<file path="config.mk">
export PLATFORM = sky130hd
export DESIGN_NAME = reg_addr_track_fwd
export DESIGN_NICKNAME = d
export VERILOG_FILES = /design/src/rtl/reg_addr_track_fwd.sv
export SDC_FILE = /design/constraint.sdc
export NUM_CORES = 1
export LEC_CHECK = 0
export ABC_AREA = 0
export ABC_CLOCK_PERIOD_IN_PS = 1270
export CORE_MARGIN = 2
export CORE_UTILIZATION = 35
export DETAILED_ROUTE_END_ITERATION = 10
export MAX_ROUTING_LAYER = met4
export PLACE_DENSITY_LB_ADDON = 0.1
export SYNTH_ARGS = -nofsm -noshare
export SYNTH_HDL_FRONTEND = slang
export SYNTH_SLANG_ARGS = --single-unit
</file>
<file path="constraint.sdc">
create_clock -name clk -period 1.27 [get_ports clk]
set_input_delay 0.381 -clock clk [delete_from_list [all_inputs] [get_ports clk]]
set_output_delay 0.381 -clock clk [all_outputs]
set_load 0.02 [all_outputs]
</file>
<file path="src/rtl/reg_addr_track_fwd.sv">
// reg_addr_track_fwd: tracks destination register and write/load flags
// through the ID/EX, EX/MEM and MEM/WB pipeline registers. It also produces
// registered EX operand forwarding selects and a combinational load-use stall.
// Optional feature macro: LOAD_USE_DETECT_EN. When it is undefined, no
// load-use stall is generated, and software must separate a load from its
// consumer with a NOP.
module reg_addr_track_fwd #(
    parameter int ADDR_W   = 5,
    parameter int ZERO_REG = 31
) (
    input  logic              clk,
    input  logic              reset,
    input  logic [ADDR_W-1:0] id_rn,
    input  logic [ADDR_W-1:0] id_rb,
    input  logic [ADDR_W-1:0] id_rd,
    input  logic              id_regwrite,
    input  logic              id_memread,
    input  logic              flush,
    output logic              load_use_stall,
    output logic [1:0]        fwd_a,
    output logic [1:0]        fwd_b,
    output logic [ADDR_W-1:0] ex_rd,
    output logic [ADDR_W-1:0] mem_rd,
    output logic [ADDR_W-1:0] wb_rd,
    output logic              ex_regwrite,
    output logic              mem_regwrite,
    output logic              wb_regwrite,
    output logic              ex_memread
);

    localparam logic [ADDR_W-1:0] ZR = ADDR_W'(ZERO_REG);

    localparam logic [1:0] FWD_RF  = 2'b00;
    localparam logic [1:0] FWD_MEM = 2'b10;
    localparam logic [1:0] FWD_WB  = 2'b01;

    logic       bubble;
    logic [1:0] fa_d, fb_d;

`ifdef LOAD_USE_DETECT_EN
    // A load in EX whose result is needed by the ID instruction cannot be
    // forwarded in time, so hold ID for one cycle.
    assign load_use_stall = ex_memread & ex_regwrite & (ex_rd != ZR) &
                            ((ex_rd == id_rn) | (ex_rd == id_rb));
`else
    logic unused_memread;
    assign unused_memread = id_memread;
    assign load_use_stall = 1'b0;
`endif

    // A flush and a stall in the same cycle still produce only one bubble.
    assign bubble = flush | load_use_stall;

    // Operand A select. The producer now in EX will be in MEM when the
    // consumer reaches EX. A match there beats one on the older MEM producer.
    always_comb begin
        fa_d = FWD_RF;
        if (id_rn != ZR) begin
            if (ex_regwrite && ex_rd == id_rn)        fa_d = FWD_MEM;
            else if (mem_regwrite && mem_rd == id_rn) fa_d = FWD_WB;
        end
    end

    // Operand B select, same priority as operand A.
    always_comb begin
        fb_d = FWD_RF;
        if (id_rb != ZR) begin
            if (ex_regwrite && ex_rd == id_rb)        fb_d = FWD_MEM;
            else if (mem_regwrite && mem_rd == id_rb) fb_d = FWD_WB;
        end
    end

    // ID/EX register. It loads the ID instruction, or a cleared bubble.
    always_ff @(posedge clk or posedge reset) begin
        if (reset) begin
            ex_rd       <= '0;
            ex_regwrite <= 1'b0;
            ex_memread  <= 1'b0;
            fwd_a       <= FWD_RF;
            fwd_b       <= FWD_RF;
        end else if (bubble) begin
            ex_rd       <= '0;
            ex_regwrite <= 1'b0;
            ex_memread  <= 1'b0;
            fwd_a       <= FWD_RF;
            fwd_b       <= FWD_RF;
        end else begin
            ex_rd       <= id_rd;
            ex_regwrite <= id_regwrite;
`ifdef LOAD_USE_DETECT_EN
            ex_memread  <= id_memread;
`else
            ex_memread  <= 1'b0;
`endif
            fwd_a       <= fa_d;
            fwd_b       <= fb_d;
        end
    end

    // EX/MEM and MEM/WB registers always advance and are never stalled.
    always_ff @(posedge clk or posedge reset) begin
        if (reset) begin
            mem_rd       <= '0;
            mem_regwrite <= 1'b0;
            wb_rd        <= '0;
            wb_regwrite  <= 1'b0;
        end else begin
            mem_rd       <= ex_rd;
            mem_regwrite <= ex_regwrite;
            wb_rd        <= mem_rd;
            wb_regwrite  <= mem_regwrite;
        end
    end

endmodule

</file>
==> impl_metrics.json <==
{
  "die_w_um": 54.9,
  "dpl_worst_slack_ns": -0.484,
  "synth_compound_area_frac": 0,
  "violations": "negative setup slack",
  "clkLatencyLatePin_ns": 0.30,
  "syn_inst": 71,
  "initial_core_util": 0.369,
  "drtPass1Iterations": 4,
  "io_pins": 44,
  "skew_ns": 0.00876,
  "fin_crit_sh": 1.11,
  "dpl.hpwl_um": 1790,
  "power_mw": 1.62,
  "synth_cell_types": 15,
  "final_nets": 160,
  "clkSinkCount": 22,
  "die_area_um2": 3010,
  "synth-xor-area-share": 0.193,
  "areaGrowthSynthToFinish_pct": 73.9,
  "yosys.area_share.simple": 0.174,
  "power.leakage_nw": 0.783,
  "hold_viol_final": 0,
  "track_usage": 0.168,
  "cp-end-kind": "register",
  "routedWlPerCell_um": 12.9,
  "dr.first_iter.drc_count": 4,
  "synth_fa_ha_area_frac": 0,
  "first_global_vias": 743,
  "gp_congestion": 0.733,
  "grt.overflow.total": 0,
  "rows": 18,
  "cp.arrival_ns": 1.64,
  "io_buffers": 40,
  "synth_top_family_by_area": "XOR/XNOR gates",
  "drt_wl_total_um": 2190,
  "yosys_warnings": 0,
  "vias_per_cell": 4.40,
  "crit_required_ns": 1.51,
  "status": "finished with violations",
  "avgSynthCellArea_um2": 12.8,
  "min_path_type": "in2async",
  "cts_max_level": 1,
  "core-area_um2": 2450,
  "die_y_um": 54.9,
  "fin_crit_ns": 1.40,
  "netlist_area_um2": 906,
  "setup_ws_ns": -0.134,
  "path_max_fanout": 3,
  "antenna_found_initial": 0,
  "timing.fmax_mhz": 712,
  "grt_max_degree": 23,
  "dr_total_vias": 743,
  "max_cap_violations": 0,
  "diodes": 0,
  "grt_first_pass_wirelength_um": 3350,
  "worstSetupStartpointType": "register",
  "synthMuxAreaShare": 0,
  "ys_ff_latch": 22,
  "drc": 0,
  "cts_root_buffer": "clkbuf_4",
  "finalSetupViolCount": 6,
  "clkTransAtPathRegs_ns": 0.13,
  "cts_tree": "built",
  "max-vdd-ir-drop_v": 0.000657,
  "drtAntennaViolNets": 0,
  "cts_made_buffers": 3,
  "slew_violations": 0,
  "layout-drive-gt1-share": 0.432,
  "power_density_nw_per_um2": 1030,
  "seq_area_frac_synth": 0.608,
  "rsz0062_at_grt": "true",
  "critPathKind": "reg2reg",
  "cts_max_path_buffers": 2
}
metal layers:
metal | global-route usage | vias to the layer above | part of all wire
li1 | - | 364 | -
met2 | 0.294 | 23 | 0.52
met4 | 0.0500 | 0 | 0.0059
met1 | 0.199 | 354 | 0.41
met3 | 0.0246 | 2 | 0.064
met5 | - | - | 0
repair_timing:
action / CTS / global route
setup endpoints to repair: 26 / 13
gates resized for setup: 101 / 18
pin swaps: 8 / 6
hold buffers: 0 / 0
setup buffers: 0 / 2
gates cloned: 0 / 0
cell usage in the layout, fill, tap and decap left out, drive strengths merged:
| cell | instances |
|---|---|
| and3 | 2 |
| buf | 47 |
| bufinv | 1 |
| clkbuf | 3 |
| clkdlybuf4s50 | 10 |
| conb | 2 |
| dfrtp | 22 |
| dlygate4sd2 | 7 |
| dlymetal6s2s | 1 |
| inv | 1 |
| nand2 | 4 |
| nand3 | 2 |
| nand4 | 2 |
| nor2 | 2 |
| nor2b | 7 |
| nor3b | 2 |
| nor4 | 4 |
| xnor2 | 12 |
| xor2 | 8 |
cell families (layout without fill, tap and decap cells):
family,count (synthesis),after routing
buffers and inverters,3,70
xor gates and xnor gates,20,20
other,1,2
and+or+nand+nor,25,25
DFF,22,22
path summary, 6_finish.rpt:
kind	start	to	slack [ns]	depth (start not counted)
max in group asynchronous	reset	ex_rd[0]	0.74	3
setup / recovery	ex_rd[2]	fwd_b[1]	-0.13	5
setup reg to reg	ex_rd[2]	fwd_b[1]	-0.13	5
hold reg to reg	ex_rd[3]	mem_rd[3]	0.45	0
min in group clk	ex_rd[3]	mem_rd[3]	0.45	0
hold / removal	reset	wb_rd[0]	0.38	3
critical path: stages, from the launching register on:
cell	delay (ns)
dfrtp_1	0.41
buf_6	0.12
xor2_1	0.14
nor4_1	0.25
and3_1	0.24
nor3b_4	0.18
sequential cells by signal, summed over array words and instances, names as in the netlist:
register      count
ex_rd             5
ex_regwrite       1
fwd_a             2
fwd_b             2
mem_rd            5
mem_regwrite      1
wb_rd             5
wb_regwrite       1
Yosys cell counts:
cell | n | area share
nand3_1 | 2 | 0.011
nor2_1 | 2 | 0.0083
nor2b_1 | 7 | 0.048
inv_1 | 1 | 0.0041
nor4_2 | 1 | 0.014
nor3b_2 | 2 | 0.028
buf_4 | 2 | 0.017
nor4_1 | 3 | 0.021
dfrtp_1 | 22 | 0.61
nand2_1 | 4 | 0.017
xor2_1 | 8 | 0.077
and3_1 | 2 | 0.014
conb_1 | 1 | 0.0041
nand4_1 | 2 | 0.014
xnor2_1 | 12 | 0.12
layout make-up:
| class | instances | area [um2] |
|---|---|---|
| Clock inverter | 1 | 30.0 |
| Fill cell | 213 | 880 |
| Sequential cell | 22 | 553 |
| Timing Repair Buffer | 65 | 554 |
| Inverter | 1 | 3.75 |
| Tap cell | 30 | 37.5 |
| Clock buffer | 3 | 22.5 |
| Multi-Input combinational cell | 47 | 374 |
stage by stage:
stage	util	cells	cell area, um2	TNS (ns)	hold slack [ns]
after detailed placement	0.624	163	1530	-2.66	0.424
after floorplan	-	72	912	0	0.370
after CTS	0.606	167	1490	-0.423	0.382
after global routing	0.642	169	1580	-0.979	0.401
after global placement	0.624	163	1530	-2.25	0.427
final	0.642	169	1580	-0.529	0.376
where the power goes:
part / switching [mW] / internal [mW]
Clock: 0.211 / 0.319
Combinational: 0.156 / 0.184
Sequential: 0.0176 / 0.730
(Power assumes the default switching activity.)
